File: src/rtl/npc_exec_sequencer_pkg.sv
// rtl/npc_exec_sequencer_pkg.sv - shared types and constants for the npc execution sequencer
// Purpose: sequencer state encoding, the canonical nop word and the default reset PC.
// Ports: none (package npc_pkg).
package npc_pkg;

    typedef enum logic [2:0] {
        IDLE,
        FETCH,
        DECODE,
        EXEC,
        WB,
        HALT,
        ERR
    } seq_state_e;

    localparam logic [31:0] NOP_INST         = 32'h0000_0013;
    localparam logic [63:0] DEFAULT_RESET_PC = 64'h8000_0000;

    // HALT and ERR are sinks; only reset leaves them.
    function automatic logic is_terminal(input seq_state_e s);
        return (s == HALT) || (s == ERR);
    endfunction

endpackage

File: src/rtl/npc_exec_sequencer_if.sv
// rtl/npc_exec_sequencer_if.sv - IFU instruction-fetch port between sequencer and memory
// Purpose: groups the fetch request/address and the returned instruction word.
// Ports (signals): ifu_req, ifu_addr[XLEN] (sequencer -> memory);
//                  ifu_rvalid, ifu_rdata[32] (memory -> sequencer).
// Modports: master = sequencer side, slave = memory side.
interface npc_exec_sequencer_if #(
    parameter int XLEN = 64
) ();

    logic            ifu_req;
    logic [XLEN-1:0] ifu_addr;
    logic            ifu_rvalid;
    logic [31:0]     ifu_rdata;

    modport master (
        output ifu_req,
        output ifu_addr,
        input  ifu_rvalid,
        input  ifu_rdata
    );

    modport slave (
        input  ifu_req,
        input  ifu_addr,
        output ifu_rvalid,
        output ifu_rdata
    );

endinterface

File: src/rtl/npc_exec_sequencer_watchdog.sv
// rtl/npc_exec_sequencer_watchdog.sv - saturating fetch-wait counter for the sequencer
// Purpose: counts FETCH cycles without returned data and flags the last permitted wait cycle.
// Ports: clk, i_rst (sync, active-high), i_clear, i_inc in; o_expired out.
module npc_seq_watchdog #(
    parameter int MEM_TIMEOUT = 255
) (
    input  logic clk,
    input  logic i_rst,
    input  logic i_clear,
    input  logic i_inc,
    output logic o_expired
);

    localparam int CW = $clog2(MEM_TIMEOUT + 1);
    localparam logic [CW-1:0] LIMIT = CW'(MEM_TIMEOUT);
    localparam logic [CW-1:0] LAST  = CW'(MEM_TIMEOUT - 1);

    logic [CW-1:0] r_count;

    always_ff @(posedge clk) begin
        if (i_rst || i_clear) begin
            r_count <= '0;
        end else if (i_inc && (r_count != LIMIT)) begin
            r_count <= r_count + 1'b1;
        end
    end

    // A miss in this cycle brings the count to MEM_TIMEOUT, so the FSM
    // leaves FETCH on the same edge the count reaches the limit.
    assign o_expired = (r_count == LAST);

endmodule

File: src/rtl/npc_exec_sequencer.sv
// rtl/npc_exec_sequencer.sv - multi-cycle FETCH/DECODE/EXEC/WB control FSM for npc-riscv64
// Purpose: owns the PC, latches the fetched word for the decoder, strobes decode,
//          gates register-file writeback and stops on ebreak (halted) or fault (err).
// Ports: clk, rst (sync, active-high); ifu (npc_exec_sequencer_if.master fetch port);
//        o_inst, o_idu_en to the decoder; i_reg_wr_req, i_halt_req, i_illegal from the decoder;
//        i_exu_done, i_next_pc from the EXU; o_rf_we to the register file;
//        o_pc, o_halted, o_err status.
//        With NPC_SEQ_PERF_CNT_EN defined: o_cycle_cnt, o_instret_cnt performance counters.
module npc_exec_sequencer
    import npc_pkg::*;
#(
    parameter int              XLEN        = 64,
    parameter logic [XLEN-1:0] RESET_PC    = XLEN'(DEFAULT_RESET_PC),
    parameter int              MEM_TIMEOUT = 255
) (
    input  logic                  clk,
    input  logic                  rst,
    npc_exec_sequencer_if.master  ifu,
    output logic [31:0]           o_inst,
    output logic                  o_idu_en,
    input  logic                  i_reg_wr_req,
    input  logic                  i_halt_req,
    input  logic                  i_illegal,
    input  logic                  i_exu_done,
    input  logic [XLEN-1:0]       i_next_pc,
    output logic                  o_rf_we,
    output logic [XLEN-1:0]       o_pc,
    output logic                  o_halted,
    output logic                  o_err
`ifdef NPC_SEQ_PERF_CNT_EN
    ,
    output logic [63:0]           o_cycle_cnt,
    output logic [63:0]           o_instret_cnt
`endif
);

    seq_state_e      r_state;
    logic [XLEN-1:0] r_pc;
    logic [XLEN-1:0] r_npc;
    logic [31:0]     r_inst;
    logic            r_wr_pend;
    logic            r_ifu_req;
    logic            r_idu_en;
    logic            r_rf_we;
    logic            r_halted;
    logic            r_err;

    logic w_in_fetch;
    logic w_wd_clear;
    logic w_wd_inc;
    logic w_wd_expired;

    assign w_in_fetch = (r_state == FETCH);
    assign w_wd_clear = w_in_fetch && ifu.ifu_rvalid;
    assign w_wd_inc   = w_in_fetch && !ifu.ifu_rvalid;

    npc_seq_watchdog #(
        .MEM_TIMEOUT (MEM_TIMEOUT)
    ) u_watchdog (
        .clk       (clk),
        .i_rst     (rst),
        .i_clear   (w_wd_clear),
        .i_inc     (w_wd_inc),
        .o_expired (w_wd_expired)
    );

    // Strobes are registered: each is set on the edge entering the state
    // that owns it and cleared on the edge leaving it.
    always_ff @(posedge clk) begin
        if (rst) begin
            r_state   <= IDLE;
            r_pc      <= RESET_PC;
            r_npc     <= RESET_PC;
            r_inst    <= NOP_INST;
            r_wr_pend <= 1'b0;
            r_ifu_req <= 1'b0;
            r_idu_en  <= 1'b0;
            r_rf_we   <= 1'b0;
            r_halted  <= 1'b0;
            r_err     <= 1'b0;
        end else begin
            case (r_state)
                IDLE: begin
                    r_state   <= FETCH;
                    r_ifu_req <= 1'b1;
                end
                FETCH: begin
                    // Data arriving on the final wait cycle still wins over the timeout.
                    if (ifu.ifu_rvalid) begin
                        r_inst    <= ifu.ifu_rdata;
                        r_ifu_req <= 1'b0;
                        r_idu_en  <= 1'b1;
                        r_state   <= DECODE;
                    end else if (w_wd_expired) begin
                        r_ifu_req <= 1'b0;
                        r_err     <= 1'b1;
                        r_state   <= ERR;
                    end
                end
                DECODE: begin
                    r_idu_en  <= 1'b0;
                    r_wr_pend <= i_reg_wr_req;
                    if (i_illegal) begin
                        r_err   <= 1'b1;
                        r_state <= ERR;
                    end else if (i_halt_req) begin
                        r_halted <= 1'b1;
                        r_state  <= HALT;
                    end else begin
                        r_state <= EXEC;
                    end
                end
                EXEC: begin
                    if (i_exu_done) begin
                        // Misaligned target faults before the PC moves, so pc
                        // keeps pointing at the offending instruction.
                        if (i_next_pc[1:0] != 2'b00) begin
                            r_err   <= 1'b1;
                            r_state <= ERR;
                        end else begin
                            r_npc   <= i_next_pc;
                            r_rf_we <= r_wr_pend;
                            r_state <= WB;
                        end
                    end
                end
                WB: begin
                    r_rf_we   <= 1'b0;
                    r_pc      <= r_npc;
                    r_ifu_req <= 1'b1;
                    r_state   <= FETCH;
                end
                HALT, ERR: begin
                    r_state <= r_state;
                end
                default: begin
                    r_state <= IDLE;
                end
            endcase
        end
    end

`ifdef NPC_SEQ_PERF_CNT_EN
    logic [63:0] r_cycle_cnt;
    logic [63:0] r_instret_cnt;
    logic        w_retire;

    // An ebreak retires on its way into HALT even though it never reaches WB.
    assign w_retire = (r_state == WB) ||
                      ((r_state == DECODE) && !i_illegal && i_halt_req);

    always_ff @(posedge clk) begin
        if (rst) begin
            r_cycle_cnt   <= '0;
            r_instret_cnt <= '0;
        end else begin
            if (!is_terminal(r_state)) begin
                r_cycle_cnt <= r_cycle_cnt + 64'd1;
            end
            if (w_retire) begin
                r_instret_cnt <= r_instret_cnt + 64'd1;
            end
        end
    end

    assign o_cycle_cnt   = r_cycle_cnt;
    assign o_instret_cnt = r_instret_cnt;
`endif

    assign ifu.ifu_req  = r_ifu_req;
    assign ifu.ifu_addr = r_pc;
    assign o_inst       = r_inst;
    assign o_idu_en     = r_idu_en;
    assign o_rf_we      = r_rf_we;
    assign o_pc         = r_pc;
    assign o_halted     = r_halted;
    assign o_err        = r_err;

endmodule
File: src/flat_wrapper.sv
// flat-port wrapper written by rule: the top's interface ports become plain ports
module npc_exec_sequencer_flat import npc_pkg::*;
#(
    parameter int              XLEN        = 64,
    parameter logic [XLEN-1:0] RESET_PC    = XLEN'(DEFAULT_RESET_PC),
    parameter int              MEM_TIMEOUT = 255
)
  (clk, rst, o_inst, o_idu_en, i_reg_wr_req, i_halt_req, i_illegal, i_exu_done, i_next_pc, o_rf_we, o_pc, o_halted, o_err, ifu_ifu_req, ifu_ifu_addr, ifu_ifu_rvalid, ifu_ifu_rdata);
  npc_exec_sequencer_if #(.XLEN(XLEN)) ifu_i ();
  input  logic clk;
  input  logic rst;
  output logic [31:0] o_inst;
  output logic o_idu_en;
  input  logic i_reg_wr_req;
  input  logic i_halt_req;
  input  logic i_illegal;
  input  logic i_exu_done;
  input  logic [XLEN-1:0] i_next_pc;
  output logic o_rf_we;
  output logic [XLEN-1:0] o_pc;
  output logic o_halted;
  output logic o_err;
  output wire logic [$bits(ifu_i.ifu_req)-1:0] ifu_ifu_req;
  output wire logic [$bits(ifu_i.ifu_addr)-1:0] ifu_ifu_addr;
  input wire logic [$bits(ifu_i.ifu_rvalid)-1:0] ifu_ifu_rvalid;
  input wire logic [$bits(ifu_i.ifu_rdata)-1:0] ifu_ifu_rdata;
  assign ifu_ifu_req = ifu_i.ifu_req;
  assign ifu_ifu_addr = ifu_i.ifu_addr;
  assign ifu_i.ifu_rvalid = ifu_ifu_rvalid;
  assign ifu_i.ifu_rdata = ifu_ifu_rdata;
  npc_exec_sequencer #(.XLEN(XLEN), .RESET_PC(RESET_PC), .MEM_TIMEOUT(MEM_TIMEOUT)) u_core (.clk(clk), .rst(rst), .ifu(ifu_i), .o_inst(o_inst), .o_idu_en(o_idu_en), .i_reg_wr_req(i_reg_wr_req), .i_halt_req(i_halt_req), .i_illegal(i_illegal), .i_exu_done(i_exu_done), .i_next_pc(i_next_pc), .o_rf_we(o_rf_we), .o_pc(o_pc), .o_halted(o_halted), .o_err(o_err));
endmodule
File: config.mk
export PLATFORM = sky130hd
export DESIGN_NAME = npc_exec_sequencer_flat
export DESIGN_NICKNAME = d
export VERILOG_FILES = /design/src/rtl/npc_exec_sequencer_pkg.sv /design/src/rtl/npc_exec_sequencer_if.sv /design/src/rtl/npc_exec_sequencer_watchdog.sv /design/src/rtl/npc_exec_sequencer.sv /design/src/flat_wrapper.sv
export SDC_FILE = /design/constraint.sdc
export NUM_CORES = 1
export LEC_CHECK = 0
export BUFFER_PORTS_ARGS = -buffer_cell sky130_fd_sc_hd__buf_2
export CAP_MARGIN = 20
export CORE_ASPECT_RATIO = 0.8
export CORE_UTILIZATION = 42
export DETAILED_ROUTE_END_ITERATION = 12
export PLACE_DENSITY_LB_ADDON = 0.3
export SETUP_SLACK_MARGIN = 0.15
export SYNTH_ARGS = -nofsm -noshare
export SYNTH_HDL_FRONTEND = slang
export SYNTH_SLANG_ARGS = --single-unit
File: constraint.sdc
create_clock -name clk -period 1.25 [get_ports clk]
set_input_delay 0.25 -clock clk [delete_from_list [all_inputs] [get_ports clk]]
set_output_delay 0.25 -clock clk [all_outputs]
set_load 0.02 [all_outputs]
### After elaboration in Yosys (flattened, before gate mapping)

Index checks and enable logic that the tools add are counted.
W data, S select, Z words.

* div/mod/pow operators: 0
* bitwise operators: 3
* mux-type cells: 21
* eq/ne operators: 16
* reductions and logical operators: 21
* magnitude comparators: 0
* shift operators: 0
* multipliers: 0
* add/sub/neg operators: 1

Operators with widths (count)
* $mux W3: 5
* $pmux W3 S5: 1
* $ne A2 B2 Y1 const B: 6
* $reduce_and A3 Y1: 4
* $mux W1: 10
* $eq A3 B3 Y1 const B: 3
* $add A8 B1 Y8 const B: 1
* $eq A8 B8 Y1 const B: 1
* $ne A8 B8 Y1 const B: 1
* $reduce_bool A2 Y1: 4
* $eq A3 B2 Y1 const B: 2
* $pmux W1 S2: 3
* $reduce_and A2 Y1: 3
* $reduce_and A6 Y1: 1
* $reduce_or A2 Y1: 2
* $eq A3 B1 Y1 const B: 1
* $logic_and A1 B1 Y1: 3
* $logic_not A3 Y1: 1
* $ne A3 B3 Y1 const B: 1
* $not A1 Y1: 3
* $pmux W1 S3: 1
* $reduce_bool A3 Y1: 1
* $mux W2: 1
* $ne A2 B1 Y1 const B: 1
* other kinds (2): 2

* word-level logic and storage cells: 73
* register bits: 177
* memory bits (writable): 0
* output and inout bits: 165
* bits in read-only memories: 0
* memories kept: 0
* input port bits: 103
* bits in latches: 0

### Depth between registers and ports, before layout

Gate-level depths: netlist (run 1).

* depth in word-level cells: 4
* depth in mapped cells: 7

### Cells and area by module

Synthesis (run 1) repeated with hierarchy kept, for this count alone.

* cells, all modules: 870
* area, all modules: 7008.0 µm²

By module, submodules not included
* npc_exec_sequencer: cells an instance 820, instances 1, area each 6558.8 µm², seq. area each 3383.2 µm²
* npc_seq_watchdog: cells an instance 50, instances 1, area each 449.2 µm², seq. area each 160.2 µm²

### Least setup slack after synthesis (run 1)

No wires, ideal clock.

* path type: register to register
* from: register u_core.r_state[1]
* to: register u_core.r_state[1]
* setup time: 79 ps
* path slack: -87 ps
* required time: 1171 ps
* stages on the path, launching flop included: 6
* arrival time: 1258 ps
* cells stage by stage: dfxtp_1 buf_4 xor2_1 a32oi_1 or3b_1 o211ai_1

* cells in the longest elaborated chain, start to end: 4
* elaborated cells between the ends (all ways): 14
* classes of those cells: eq/ne (8); mux (1); bitwise (1); reduce/logical (4)

RTL lines
* start, declared: line npc_exec_sequencer.sv:37 `seq_state_e r_state;`
* start signal, assigned: line npc_exec_sequencer.sv:134 `r_state <= r_state;`
* parallel branches: the longest is 4 deep, another holds $pmux W3 S5

Several ways; the timed one is not identified.
A chain may end at the register's enable or synchronous reset.

### Worst setup path after layout (run 1)

* from: register u_core.r_state[1]
* to: register u_core.r_state[2]

The elaborated chain is that of the path after synthesis.

==> impl_metrics.yaml, run 1 <==
status:
  outcome: "finished with violations"
  violations: "setup timing"
layout:
  post_route_cells_drive_above_1_share_pct: 51.7
  layout_common_cells: "nand2_1, buf_2, dfxtp_1"
  fin_cells: 1373
  fin_nets: 1250
  areaGrowthSynthToFinish_pct: 62.6
  antenna_cells: 0
  final_common_cell: "nand2_1"
worst_setup_path:
  reg2reg_depth: 6
  slowest_stage: "dfxtp_4"
  r2r_slack_ns: -0.22
  worst_path_most_repeated_cell: "buf_6"
  worstReg2RegStart: "u_core.r_state[1]"
  crit_chain: "nor4b_4 > buf_6 > buf_6 > o21ai_4 > a32oi_1 > nor2_1"
  end_kind: "flip-flop"
  arrival_ns: 1.78
  slowest_delay_ns: 0.39
  startpoint_type: "flip-flop"
  worst-path-stages: 6
  cp.required_ns: 1.57
  crit_buf_inv: 2
  critPathTopFamily: "simple AND/OR/NAND/NOR gates"
  timing.rr.end: "u_core.r_state[2]"
  cp_max_fo: 7
  crit_type: "flip-flop to flip-flop"
logic_synthesis:
  synth_cell_types: 37
  seq_area_frac_synth_pct: 51.2
  synth_nets: 975
  netlist_area_sq_mm: 0.00692
  yosys_warnings: 0
  ys_ff_latch: 177
  avgSynthCellArea_sq_um: 7.95
  postSynthCellCount: 870
grt:
  grt_max_degree: 119
  grt_overflow: 0
  antenna_found_initial: 0
  grt_usage_pct: 22.7
  grt_pass1_vias: 5893
  met1_usage_pct: 29.2
  grtUsageMet2_pct: 38.2
  grt_first_pass_wirelength_mm: 30.2
  busiest_layer: "met2"
  met3_usage_pct: 5.00
place:
  place_congestion: 0.833
  placedCellCount: 1271
  dp_slack_ns: -0.202
  dp_hpwl_mm: 11.7
  io_buffers: 267
worst_hold_path:
  hold_start: "i_next_pc[31]"
  whs_path_depth: 3
  worstHoldPathType: "input pin to flip-flop"
  holdPathEnd: "u_core.r_npc[31]"
floorplanning:
  die_w_microns: 146
  dieArea_sq_mm: 0.0170
  dieHeight_microns: 117
  num_rows: 41
  start_util_pct: 43.4
  io_pins: 268
  core-area_sq_mm: 0.0160
detailed_routing:
  drt_iter0_markers: 413
  drc: 0
  vias_per_cell: 4.97
  vias: 6819
  firstDrtPassIters: 4
  wire_per_inst_microns: 16.6
  wirelength_mm: 22.7
  ant_nets: 0
sta:
  hold_slack_ns: 0.0468
  tightest_slew_ns: 0.546
  setup_viol: 174
  slew_viol_final: 0
  hold_violations: 0
  rsz0062_at_grt: "yes"
  setup-tns-final_ns: -22.97
  fin_crit_ns: 1.47
  max_clock_freq_mhz: 682
  fin_crit_sh_pct: 117
  layout_setup_ws_ns: -0.217
  fin_worst_skew_ns: 0.0139
  relSlewSlack_pct: 63.6
clock_tree:
  cts_buffers: 17
  clk_path_buf_depth: 2
  cts_root_buf: "clkbuf_16"
  cts_tree: "done"
  clock_latency_ns: 0.43
  htreeDepth: 4
  clk_pin_slew_ns: 0.07
  cts_num_sinks: 177
pwr:
  p_leak_nw: 4.79
  p_total_mw: 15.4
  irDropWorstVdd_v: 0.00107
  powerDensity_mw_per_mm2: 1370
flow_run:
  max_cap_viol_count: 0
power breakdown:
part | internal (mW) | switching [mW]
registers | 5.88 | 0.221
clock network | 2.67 | 2.47
logic | 2.05 | 2.11
total | 10.6 | 4.80
metrics by stage:
step	util, %	area, sq um
final	70.6	11300
after global placement	52.0	8290
after floorplan	-	7130
after detailed placement	52.0	8290
after global routing	70.6	11300
after CTS	60.0	9570
cells in the mapped netlist (all sizes together):
| cell type | number | area [sq um] |
|---|---|---|
| nor4b | 1 | 23.8 |
| o211ai | 3 | 22.5 |
| ha | 2 | 25.0 |
| dfxtp | 177 | 3540 |
| clkbuf | 28 | 105 |
| a21oi | 158 | 791 |
| o21ai | 5 | 25.0 |
| inv | 5 | 18.8 |
| nand3b | 6 | 45.0 |
| xnor2 | 1 | 8.76 |
| o31ai | 1 | 7.51 |
| or3b | 1 | 8.76 |
| buf | 93 | 657 |
| nand3 | 5 | 25.0 |
| and3 | 5 | 31.3 |
| a32oi | 2 | 17.5 |
| nor2b | 4 | 27.5 |
| a31oi | 2 | 12.5 |
| and4 | 3 | 26.3 |
| nand2 | 322 | 1210 |
| o2111ai | 3 | 26.3 |
| xor2 | 7 | 61.3 |
| a21boi | 1 | 11.3 |
| a311oi | 1 | 8.76 |
| nand2b | 4 | 25.0 |
| nand4 | 3 | 18.8 |
| a211oi | 3 | 22.5 |
| nor2 | 16 | 60.1 |
| nor4 | 2 | 12.5 |
| o32ai | 1 | 8.76 |
| or2 | 1 | 6.26 |
| and2 | 1 | 6.26 |
| nor3b | 3 | 22.5 |
per-layer routing:
layer,vias up,share of wire [%]
met4,0,1.7
li1,3324,-
met3,33,5.1
met5,-,0
met2,233,49
met1,3229,44
worst max path at each step:
stage | startpoint | endpoint | slack [ns]
CTS | u_core.r_state[2] | u_core.o_inst[9] | -0.13
global route | u_core.r_state[1] | u_core.u_watchdog.r_count[1] | -0.30
finish | u_core.r_state[1] | u_core.r_state[2] | -0.22
global placement | i_next_pc[0] | u_core.o_rf_we | -0.16
detailed placement | i_next_pc[0] | u_core.r_npc[15] | -0.20
floorplan | u_core.r_state[0] | u_core.r_npc[10] | 0.001
worst register-to-register path: stages, from the launching register on:
cell,delay (ns)
dfxtp_4,0.39
nor4b_4,0.33
buf_6,0.20
buf_6,0.11
o21ai_4,0.06
a32oi_1,0.19
nor2_1,0.07
cell type report:
type                            count  area, sq um
Sequential cell                   177         3650
Clock inverter                     14          123
Fill cell                        1214         4700
Inverter                            5         21.3
Multi-Input combinational cell    567         3280
Tap cell                          215          269
Timing Repair Buffer              377         3470
Clock buffer                       18          439
kinds of logic after synthesis:
family / after synthesis / share of synthesized area, %
buf+inv: 126 / 11.3
compound gates: 180 / 13.8
xor+xnor: 8 / 1.01
simple gates: 377 / 22.4
fa+ha+maj: 2 / 0.362
flops: 177 / 51.2
registers in the layout, summed over array words and instances (netlist names):
name                       flops
u_core.ifu.ifu_addr           64
u_core.ifu.ifu_req             1
u_core.o_err                   1
u_core.o_halted                1
u_core.o_idu_en                1
u_core.o_inst                 32
u_core.o_rf_we                 1
u_core.r_npc                  64
u_core.r_state                 3
u_core.r_wr_pend               1
u_core.u_watchdog.r_count      8
timing repair:
item / 4_1_cts / 5_1_grt
buffers inserted: 22 / 24
pin swaps: 25 / 81
resized for setup: 90 / 369
setup endpoints to repair: 342 / 342
hold buffers: 0 / 0
gates cloned: 10 / 14
No activity file was read; power rests on OpenSTA's default activity.
==> run 2, diff against run 1 <==
--- a/config.mk
+++ b/config.mk
@@ -12,6 +12,7 @@
 export DETAILED_ROUTE_END_ITERATION = 12
 export PLACE_DENSITY_LB_ADDON = 0.3
 export SETUP_SLACK_MARGIN = 0.15
+export SLEW_MARGIN = 25
 export SYNTH_ARGS = -nofsm -noshare
 export SYNTH_HDL_FRONTEND = slang
 export SYNTH_SLANG_ARGS = --single-unit
==> constraint.sdc (replaced) <==
create_clock -name clk -period 1.25 [get_ports clk]
set_input_delay 0.1875 -clock clk [delete_from_list [all_inputs] [get_ports clk]]
set_output_delay 0.1875 -clock clk [all_outputs]
set_load 0.02 [all_outputs]
==> run 2 against run 1 <==
  * The flow still finishes with violations (setup timing)
  * Global-route usage is 0.13 points higher
  * Sequential power hardly changed
  * Sequential cell count stayed put
  * Largest power group unchanged
  * Largest cell class unchanged
  * Highest routed layer unchanged
  * Non-clock buffer count is 40 higher
==> impl_metrics.yaml, run 2 (synthesized netlist as in run 1, its figures left out) <==
clock_tree:
  clk_pin_slew_ns: 0.07
  clk_path_buf_depth: 2
  cts_buffers: 17
  htreeDepth: 4
  clock_latency_ns: 0.42
  cts_root_buf: "clkbuf_16"
  cts_tree: "done"
  cts_num_sinks: 177
sta:
  hold_violations: 0
  max_clock_freq_mhz: 701
  fin_crit_ns: 1.43
  fin_worst_skew_ns: 0.00936
  tightest_slew_ns: 0.332
  layout_setup_ws_ns: -0.177
  rsz0062_at_grt: "yes"
  fin_crit_sh_pct: 114
  relSlewSlack_pct: 77.8
  slew_viol_final: 0
  setup_viol: 172
pwr:
  p_leak_nw: 4.47
  powerDensity_mw_per_mm2: 1410
  irDropWorstVdd_v: 0.00104
place:
  place_congestion: 0.779
  place_area_sq_mm: 0.00834
  io_buffers: 267
  dp_hpwl_mm: 12.0
layout:
  n_fill_cell: 1315
  final_common_cell: "nand2_1"
  post_route_cells_drive_above_1_share_pct: 39.4
  fin_nets: 1290
  stdcell_area_sq_mm: 0.0105
  layout_common_cells: "nand2_1, buf_2, dfxtp_1"
  areaGrowthSynthToFinish_pct: 52.3
  antenna_cells: 0
  utilization_pct: 66.1
worst_setup_path:
  cp.required_ns: 1.56
  worstReg2RegStart: "u_core.r_state[1]"
  cp_max_fo: 6
  end_kind: "flip-flop"
  startpoint_type: "flip-flop"
  crit_type: "flip-flop to flip-flop"
  crit_start: "u_core.r_state[1]"
  arrival_ns: 1.74
floorplanning:
  dieHeight_microns: 117
  core-area_sq_mm: 0.0160
  die_w_microns: 146
  start_util_pct: 43.4
  io_pins: 268
  num_rows: 41
  dieArea_sq_mm: 0.0170
status:
  outcome: "finished with violations"
  violations: "setup timing"
worst_hold_path:
  worstHoldPathType: "input pin to flip-flop"
  hold_start: "i_next_pc[46]"
grt:
  grt_usage_pct: 22.8
  grt_first_pass_wirelength_mm: 30.7
  grt_overflow: 0
  grt_pass1_vias: 6021
  grt_max_degree: 55
  antenna_found_initial: 0
detailed_routing:
  vias_per_cell: 4.90
  drt_iter0_markers: 374
  vias: 6919
  drc: 0
  ant_nets: 0
  wirelength_mm: 21.0
  firstDrtPassIters: 4
  wire_per_inst_microns: 14.9
flow_run:
  max_cap_viol_count: 0
[run 2: critical path, cell delays in order, from the launching register on]
cell and delay (ns):
dfxtp_4 0.38, buf_4 0.14, nor2b_1 0.16, nand2_1 0.19
nand2b_1 0.22, buf_4 0.18, nor2_1 0.05
[run 2: worst paths after layout]
kind	end	slack [ns]	cells past startpoint
max	u_core.u_watchdog.r_count[3]	-0.18	6
min	u_core.r_npc[46]	0.02	3
max reg2reg	u_core.u_watchdog.r_count[3]	-0.18	6
min reg2reg	u_core.ifu.ifu_addr[0]	0.44	2
[run 2: routing by layer]
layer,track usage (%),wire length [microns],vias to the layer above
met3,5.50,1220,23
met4,6.25,223,0
met5,0,0,-
met2,40.4,10600,245
li1,-,-,3401
met1,28.1,9040,3250
[run 2: per-stage QoR]
step / cells / power [mW] / setup slack (ns) / TNS, ns / hold WS (ns)
finish: 1413 / 14.9 / -0.177 / -17.39 / 0.0180
global placement: 1279 / 8.66 / -0.139 / -13.95 / 0.408
global route: 1413 / 15.5 / -0.247 / -28.25 / 0.00936
floorplan: 870 / 7.75 / 0.00115 / 0 / 0.312
CTS: 1400 / 14.7 / -0.147 / -15.87 / 0.000433
detailed placement: 1279 / 8.70 / -0.208 / -19.76 / 0.411
[run 2: area by class of cell]
type	instances	area [sq um]	share of cell area, %
clock buffer	19	453	4.30
tap	215	269	2.55
timing repair buffer	417	3090	29.3
inverter	5	21.3	0.202
multi-input combinational	567	3020	28.7
clock inverter	13	126	1.20
sequential	177	3560	33.7
[run 2: power breakdown]
| group | total [mW] | switching [mW] | internal, mW |
|---|---|---|---|
| Combinational | 3.54 | 1.83 | 1.70 |
| Clock | 5.26 | 2.37 | 2.89 |
| Sequential | 6.10 | 0.193 | 5.90 |
| Total | 14.9 | 4.39 | 10.5 |
[run 2: what timing repair did]
action,in CTS,in global routing
cloned,7,5
hold endpoints to repair,72,3
endpoints found under the setup margin,341,341
hold buffers,72,3
resized for setup,40,87
pin swaps,16,29
buffers inserted,10,5
